## src/rtl/periph_decoder_pkg.sv

```systemverilog
// rtl/periph_decoder_pkg.sv - state encoding and default configuration for periph_decoder
package periph_decoder_pkg;

  typedef enum logic [1:0] {
    IDLE   = 2'd0,
    ACTIVE = 2'd1,
    DONE   = 2'd2
  } state_t;

  localparam int          DEF_N_SLOTS        = 7;
  localparam logic [31:0] DEF_REGION_BASE    = 32'hffff0000;
  localparam int          DEF_ADDR_LSB       = 4;
  localparam int          DEF_TIMEOUT_CYCLES = 64;

endpackage

```

## src/rtl/periph_timeout.sv

```systemverilog
// rtl/periph_timeout.sv - saturating wait counter for periph_decoder (used under PERIPH_DECODER_TIMEOUT_EN)
module periph_timeout #(
  parameter int TIMEOUT_CYCLES = 64
) (
  input  logic clk,
  input  logic resetn,
  input  logic clear,
  input  logic count_en,
  output logic expired
);

  localparam int               CNT_W = $clog2(TIMEOUT_CYCLES + 1);
  localparam logic [CNT_W-1:0] LAST  = CNT_W'(TIMEOUT_CYCLES - 1);

  logic [CNT_W-1:0] cnt;

  // Holds at LAST so the count can never wrap back into a non-expired value.
  always_ff @(posedge clk or negedge resetn) begin
    if (!resetn) begin
      cnt <= '0;
    end else if (clear) begin
      cnt <= '0;
    end else if (count_en && (cnt != LAST)) begin
      cnt <= cnt + CNT_W'(1);
    end
  end

  assign expired = (cnt == LAST);

endmodule

```

## src/rtl/periph_decoder.sv

```systemverilog
// rtl/periph_decoder.sv - address decoder / bus-cycle tracker for peripheral slots plus default RAM slot
// Optional bus-error timeout is compiled in when PERIPH_DECODER_TIMEOUT_EN is defined.
module periph_decoder
  import periph_decoder_pkg::*;
#(
  parameter int          N_SLOTS        = DEF_N_SLOTS,
  parameter logic [31:0] REGION_BASE    = DEF_REGION_BASE,
  parameter int          ADDR_LSB       = DEF_ADDR_LSB,
  parameter int          TIMEOUT_CYCLES = DEF_TIMEOUT_CYCLES
) (
  input  logic               clk,
  input  logic               resetn,
  input  logic               mem_valid,
  input  logic [31:0]        mem_addr,
  input  logic [N_SLOTS:0]   slave_ready,
  output logic [N_SLOTS:0]   enables,
  output logic               mem_ready,
  output logic               bus_err
);

  localparam int IDX_W  = $clog2(N_SLOTS + 1);
  localparam int HI_LSB = ADDR_LSB + IDX_W;

  state_t           state;
  state_t           state_next;
  logic [N_SLOTS:0] enables_next;
  logic [N_SLOTS:0] decoded;
  logic [IDX_W-1:0] idx;
  logic             mem_ready_next;
  logic             sel_ready;
  logic             expired;
  logic             timeout_hit;
  logic             accept;

  assign idx       = mem_addr[ADDR_LSB +: IDX_W];
  assign sel_ready = |(slave_ready & enables);
  assign accept    = (state == IDLE) && mem_valid;

  // Anything outside the region, or an index past the last slot, falls to RAM.
  always_comb begin
    decoded = '0;
    if ((mem_addr[31:HI_LSB] == REGION_BASE[31:HI_LSB]) && (int'(idx) < N_SLOTS)) begin
      decoded[idx] = 1'b1;
    end else begin
      decoded[N_SLOTS] = 1'b1;
    end
  end

  always_comb begin
    state_next     = state;
    enables_next   = enables;
    mem_ready_next = 1'b0;
    timeout_hit    = 1'b0;
    case (state)
      IDLE: begin
        if (mem_valid) begin
          state_next   = ACTIVE;
          enables_next = decoded;
        end
      end
      ACTIVE: begin
        if (!mem_valid) begin
          state_next   = IDLE;
          enables_next = '0;
        end else if (sel_ready || expired) begin
          state_next     = DONE;
          enables_next   = '0;
          mem_ready_next = 1'b1;
          timeout_hit    = !sel_ready;
        end
      end
      DONE: begin
        state_next = IDLE;
      end
      default: begin
        state_next   = IDLE;
        enables_next = '0;
      end
    endcase
  end

  always_ff @(posedge clk or negedge resetn) begin
    if (!resetn) begin
      state     <= IDLE;
      enables   <= '0;
      mem_ready <= 1'b0;
    end else begin
      state     <= state_next;
      enables   <= enables_next;
      mem_ready <= mem_ready_next;
    end
  end

`ifdef PERIPH_DECODER_TIMEOUT_EN
  periph_timeout #(
    .TIMEOUT_CYCLES(TIMEOUT_CYCLES)
  ) u_timeout (
    .clk      (clk),
    .resetn   (resetn),
    .clear    (accept),
    .count_en ((state == ACTIVE) && mem_valid && !sel_ready),
    .expired  (expired)
  );

  always_ff @(posedge clk or negedge resetn) begin
    if (!resetn) begin
      bus_err <= 1'b0;
    end else begin
      bus_err <= timeout_hit;
    end
  end
`else
  logic [32:0] unused_cfg;

  assign expired    = 1'b0;
  assign bus_err    = 1'b0;
  assign unused_cfg = {accept, 32'(TIMEOUT_CYCLES)};
`endif

  logic unused_lsb;
  assign unused_lsb = ^mem_addr[ADDR_LSB-1:0];

endmodule

```

## config.mk

```make
export PLATFORM = sky130hd
export DESIGN_NAME = periph_decoder
export DESIGN_NICKNAME = d
export VERILOG_FILES = /design/src/rtl/periph_decoder_pkg.sv /design/src/rtl/periph_timeout.sv /design/src/rtl/periph_decoder.sv
export SDC_FILE = /design/constraint.sdc
export NUM_CORES = 1
export LEC_CHECK = 0
export BUFFER_PORTS_ARGS = -buffer_cell sky130_fd_sc_hd__buf_4
export CAP_MARGIN = 30
export CORE_UTILIZATION = 30
export DETAILED_ROUTE_END_ITERATION = 6
export HOLD_SLACK_MARGIN = 0.03
export PLACE_DENSITY = 0.72
export SETUP_SLACK_MARGIN = 0.2
export SYNTH_ARGS = -nofsm -noshare
export SYNTH_HDL_FRONTEND = slang
export SYNTH_HIERARCHICAL = 1
export SYNTH_SLANG_ARGS = --single-unit
export TNS_END_PERCENT = 50
```

## constraint.sdc

```tcl
create_clock -name clk -period 3.1 [get_ports clk]
set_clock_uncertainty 0.15 [all_clocks]
set_input_delay 0.62 -clock clk [delete_from_list [all_inputs] [get_ports clk]]
set_output_delay 0.62 -clock clk [all_outputs]
set_load 0.05 [all_outputs]
```

==> results of run 1 <==
-- worst register-to-register path: cells and delay by family (launching register included) --
| family | cells | cell delay, ns |
|---|---|---|
| compound gates | 2 | 0.55 |
| flops | 1 | 0.37 |
| mux | 1 | 0.25 |
| simple gates | 1 | 0.28 |
-- routing by layer --
metal / global-route usage / part of all wire
met3: 0.0208 / 0.078
met5: 0 / 0
met2: 0.262 / 0.50
met4: 0.0833 / 0.026
met1: 0.171 / 0.40
-- cells by family (layout without fill, tap and decap cells) --
group                  Yosys count  in the layout  share of synthesized area
other                            1              1                    0.00523
AO/OA/AOI/OAI                    8              8                     0.0838
flip-flops                      11             11                      0.384
multiplexers                     7              7                     0.0977
AND/OR/NAND/NOR                 33             33                      0.377
buffers and inverters            9             60                     0.0524
-- path summary, 6_finish.rpt --
| check | start | slack [ns] | cells past startpoint | end |
|---|---|---|---|---|
| setup / recovery | mem_addr[9] | 1.14 | 5 | enables[4]$_DFFE_PN0P_ |
| hold reg to reg | enables[6]$_DFFE_PN0P_ | 0.39 | 2 | enables[6]$_DFFE_PN0P_ |
| hold / removal | enables[6]$_DFFE_PN0P_ | 0.39 | 2 | enables[6]$_DFFE_PN0P_ |
| max in group asynchronous | resetn | 2.09 | 2 | enables[0]$_DFFE_PN0P_ |
| min in group asynchronous | resetn | 0.57 | 2 | enables[1]$_DFFE_PN0P_ |
| setup reg to reg | enables[0]$_DFFE_PN0P_ | 1.43 | 4 | enables[4]$_DFFE_PN0P_ |
-- through the flow --
step                area, um2  total power, mW  cells  hold slack, ns  setup WS (ns)
global placement         1100            0.249    143           0.306          0.895
global route             1130            0.362    148           0.424           1.01
detailed placement       1100            0.251    143           0.308          0.858
finish                   1130            0.343    148           0.391           1.14
CTS                      1130            0.346    148           0.398           1.13
floorplan                 717            0.201     69           0.174           1.10
-- layout make-up --
class | instances | area (um2)
Clock buffer | 4 | 26.3
Sequential cell | 11 | 275
Fill cell | 222 | 1100
Tap cell | 28 | 35.0
Multi-Input combinational cell | 49 | 404
Inverter | 8 | 30.0
Timing Repair Buffer | 48 | 363
-- power by group through the flow --
stage               logic [mW]  registers (mW)  clock network [mW]
global route             0.102           0.155               0.105
detailed placement      0.0943           0.157                   0
CTS                     0.0954           0.154              0.0967
floorplan               0.0357           0.165                   0
finish                  0.0944           0.154              0.0950
global placement        0.0924           0.156                   0
-- sequential cells by signal (all words and copies together) (netlist names) --
signal / cells
enables: 8
mem_ready: 1
state: 2
-- repair_timing --
action,in CTS,in global routing
hold buffers,1,0
endpoints found under the hold margin,11,0
endpoints found under the setup margin,0,0
-- layout by cell type, fill, tap and decap left out --
| cell | count |
|---|---|
| nand4_1 | 9 |
| nand3b_1 | 1 |
| conb_1 | 1 |
| a22oi_1 | 4 |
| and4_2 | 1 |
| dfrtp_1 | 11 |
| nor4b_1 | 2 |
| or4b_4 | 2 |
| clkbuf_1 | 1 |
| nor4_4 | 2 |
| o21a_1 | 1 |
| inv_1 | 8 |
| nor2b_1 | 3 |
| nor4bb_1 | 1 |
| o31ai_1 | 1 |
| or3b_2 | 1 |
| dlygate4sd3_1 | 1 |
| nor2_1 | 3 |
| and2_2 | 1 |
| mux2i_1 | 7 |
| buf_4 | 47 |
| a31oi_1 | 1 |
| nand2b_1 | 1 |
| nor4_1 | 2 |
| a21oi_2 | 1 |
| and4_1 | 1 |
| nand3_1 | 2 |
| or4bb_4 | 1 |
| clkbuf_4 | 3 |
==> results.toml, run 1 <==
[sta]
setup_viol_count_final = 0
worst_pin_slew_ns = 0.584
finalHoldViolations = 0
fmax_mhz = 510
period_minus_slack_ns = 1.96
setup_tns_ns = 0
slew_headroom = 0.609
drv_slew = 0
finalCritPeriodShare = 0.633
rsz0062_at_grt = "no"

[cts]
path_clk_slew_ns = 0.07
cts_sinks = 11
ctsResizeCount = 0
cts_htree_levels = 1
cts_tree = "built"
cts_buffers = 3
clk_latency_ns = 0.27
clk_path_buf_depth = 2
root_buffer = "clkbuf_4"
post_cts_buffers = 0

[route]
drtIter0Drc = 16
wl_per_cell_um = 11.4
detail-route-antenna-nets = 0
routed_wl_mm = 1.69
drt_pre_antenna_iters = 4
avgViaCountPerCell = 5.16
routed-via-count = 763
drc = 0

[logic_synthesis]
synth_commonest_cells = "dfrtp_1, nand4_1, inv_1, mux2i_1, a22oi_1"
yosysTopAreaCell = "dfrtp_1"
yosysTopAreaCellShare = 0.384
synthArstFlopShare = 1.00
syn_inst = 69
synthFlopType = "dfrtp_1"
synth_edf_count = 0
synth_area_leaders = "dfrtp_1, mux2i_1, nand4_1"
synthesis.nets = 112
synthMostInstantiatedCell = "dfrtp_1"
seq_area_frac_synth = 0.384
syn-mean-instance-area_um2 = 10.4
ys_ff_latch = 11
synthDistinctLibCells = 26
synth_warnings = 6
synth_area_um2 = 717

[setup_path]
worst-setup-path-type = "input pin to flop"
end_kind = "flop"
slowest_stage = "or4b_4"
cp_max_fo = 4
cpLargestDelayFamily = "simple AND/OR/NAND/NOR gates"
cp_data_required_time_ns = 3.14
cp_cell_sequence = "buf_4 -> or4b_4 -> nor4_4 -> nand4_1 -> mux2i_1"
crit_buf_inv = 1
start_kind = "input pin"
critPathMaxStageDelay_ns = 0.57
critPathArrivalTime_ns = 2.00

[cells_and_area]
drive_gt1_frac = 0.492
diodes = 0
syn2layout_area_growth_pct = 58.1
utilization = 0.508
fin_nets = 164

[power]
combPwrFrac = 0.275
clkPwrFrac = 0.277
ir_drop_mv = 0.125
seqPwrFrac = 0.448
p_switching_mw = 0.0937
intPower_mw = 0.250
power_density_nw_per_um2 = 303
p_leak_nw = 0.541
swShare = 0.273

[place]
gp_congestion = 0.680
io_buffers = 47
dp_hpwl_mm = 1.44

[global_routing]
grt_antenna_before_repair = 0
grt_pass1_wl_mm = 2.88
grt_pass1_vias = 727
grtUsageTotal = 0.149
grt_max_degree = 12
grt_overflow = 0

[die]
ios = 53
rows = 17
start_util = 0.321
core-area_um2 = 2230
dieArea_um2 = 2590
die-height_um = 50.9
die_w_um = 50.9

[min_path]
worstHoldPathType = "flop to flop"

[flow_run]
drv_cap = 0

[outcome]
status = "finished, final reports clean"
(Power assumes the default switching activity.)
==> run 2, diff against run 1 <==
--- a/config.mk
+++ b/config.mk
@@ -5,12 +5,13 @@
 export SDC_FILE = /design/constraint.sdc
 export NUM_CORES = 1
 export LEC_CHECK = 0
+export ABC_AREA = 1
 export BUFFER_PORTS_ARGS = -buffer_cell sky130_fd_sc_hd__buf_4
 export CAP_MARGIN = 30
 export CORE_UTILIZATION = 30
 export DETAILED_ROUTE_END_ITERATION = 6
 export HOLD_SLACK_MARGIN = 0.03
-export PLACE_DENSITY = 0.72
+export PLACE_DENSITY = 0.74
 export SETUP_SLACK_MARGIN = 0.2
 export SYNTH_ARGS = -nofsm -noshare
 export SYNTH_HDL_FRONTEND = slang
==> constraint.sdc (replaced) <==
create_clock -name clk -period 1.8 [get_ports clk]
set_clock_uncertainty 0.15 [all_clocks]
set_input_delay 0.36 -clock clk [delete_from_list [all_inputs] [get_ports clk]]
set_output_delay 0.36 -clock clk [all_outputs]
set_load 0.05 [all_outputs]
==> results.toml, run 2 <==
[sta]
setup_viol_count_final = 0
finalCritPeriodShare = 0.775
fin_ws_ns = 0.405
fmax_mhz = 717
period_minus_slack_ns = 1.40
rsz0062_at_grt = "no"
setup_tns_ns = 0
finalHoldViolations = 0
drv_slew = 0

[global_routing]
grt_max_degree = 12
grt_overflow = 0
grt_antenna_before_repair = 0
grtUsageTotal = 0.144
grt_pass1_vias = 713
grt_pass1_wl_mm = 2.73

[logic_synthesis]
synth_area_um2 = 709
seq_area_frac_synth = 0.388
synth_commonest_cells = "nand2_1, nor2_1, dfrtp_1, inv_1"
synthesis.nets = 143
synth_warnings = 6
synthArstFlopShare = 1.00
synthFlopType = "dfrtp_1"
ys_ff_latch = 11
yosysTopAreaCellShare = 0.388
syn-mean-instance-area_um2 = 7.09
synthMostInstantiatedCell = "nand2_1"
yosysTopAreaCell = "dfrtp_1"
syn_inst = 100
synth_edf_count = 0
synth_area_leaders = "dfrtp_1, nand2_1, nor2_1"
synthDistinctLibCells = 19

[cts]
cts_htree_levels = 1
path_clk_slew_ns = 0.07
ctsResizeCount = 0
root_buffer = "clkbuf_4"
cts_tree = "built"
cts_buffers = 3
clk_path_buf_depth = 2
clk_latency_ns = 0.27
cts_sinks = 11

[route]
drt_pre_antenna_iters = 4
avgViaCountPerCell = 4.37
detail-route-antenna-nets = 0
routed-via-count = 782
wl_per_cell_um = 8.83
routed_wl_mm = 1.58
drc = 0
drtIter0Drc = 4

[min_path]
worstHoldPathType = "input pin to flop"

[place]
io_buffers = 47
dp_hpwl_mm = 1.34
pre_cts_ws_ns = 0.390
numPlacedInstances = 174
gp_congestion = 0.753

[setup_path]
cp_max_fo = 3
cp_cell_sequence = "buf_4"
critPathArrivalTime_ns = 0.89
critPathMaxStageDelay_ns = 0.41
end_kind = "primary output"
start_kind = "flop"
cpLargestDelayFamily = "flip-flops"
worst-setup-path-type = "flop to primary output"
slowest_stage = "dfrtp_1"
cp_data_required_time_ns = 1.29
reg2reg_slack_ns = 0.43
crit_buf_inv = 1

[outcome]
status = "finished, final reports clean"

[die]
die_w_um = 50.6
die-height_um = 50.6
core-area_um2 = 2210
ios = 53
start_util = 0.321
rows = 17
dieArea_um2 = 2560

[flow_run]
drv_cap = 0

[power]
ir_drop_mv = 0.307
p_leak_nw = 0.594
power_density_nw_per_um2 = 609

[cells_and_area]
regMostFlops = "enables"
largest_register_ffs = 8
reg_top3 = "enables x8, state x2, mem_ready x1"
stdcell_count = 179
layout_common_cells = "buf_4, nand2_1, nor2_1"
fin_nets = 195
utilization = 0.509
drive_gt1_frac = 0.411
syn2layout_area_growth_pct = 58.7
final_common_cell = "buf_4"
diodes = 0
-- run 2: power by group --
part           leakage (nW)  internal, mW  switching, mW
Sequential            0.150         0.262         0.0107
Combinational         0.429         0.112          0.132
Clock                0.0150        0.0858         0.0833
Total                 0.594         0.460          0.226
-- run 2: cell families after synthesis --
family / synth area share
compound gates: 0.0899
buf+inv: 0.0635
flops: 0.388
other cells: 0.00529
simple gates: 0.453
-- run 2: area by class of cell --
class                      count  area (um2)
fill                         222        1090
multi-input combinational     78         389
timing repair buffer          48         363
sequential                    11         275
inverter                      10        37.5
tap                           28        35.0
clock buffer                   4        26.3
-- run 2: stage by stage --
step | hold slack, ns | instance area [um2] | power (mW)
after detailed placement | 0.0503 | 1090 | 0.521
after global placement | 0.0470 | 1090 | 0.516
after floorplan | -0.0856 | 709 | 0.423
after global routing | 0.303 | 1130 | 0.718
after CTS | 0.254 | 1130 | 0.694
final | 0.258 | 1130 | 0.686
-- run 2: final timing paths --
path | endpoint | cells after the start | start
max | enables[6] | 1 | enables[6]$_DFFE_PN0P_
min | state[0]$_DFFE_PN0P_ | 3 | mem_valid
max reg2reg | enables[5]$_DFFE_PN0P_ | 4 | state[1]$_DFFE_PN0P_
min reg2reg | enables[7]$_DFFE_PN0P_ | 2 | enables[7]$_DFFE_PN0P_
max in group asynchronous | enables[2]$_DFFE_PN0P_ | 2 | resetn
min in group asynchronous | enables[7]$_DFFE_PN0P_ | 2 | resetn
-- run 2: what timing repair did --
action / CTS / global route
hold buffers: 1 / 0
setup buffers: 0 / 0
endpoints found under the hold margin: 11 / 0
-- run 2: routing by layer --
layer / up-vias / track usage / share of wire / wire [um]
met3: 7 / 0.0121 / 0.076 / 120
met1: 320 / 0.161 / 0.41 / 654
met2: 41 / 0.242 / 0.46 / 731
li1: 414 / - / - / -
met5: - / 0 / 0 / 0
met4: 0 / 0.130 / 0.047 / 74
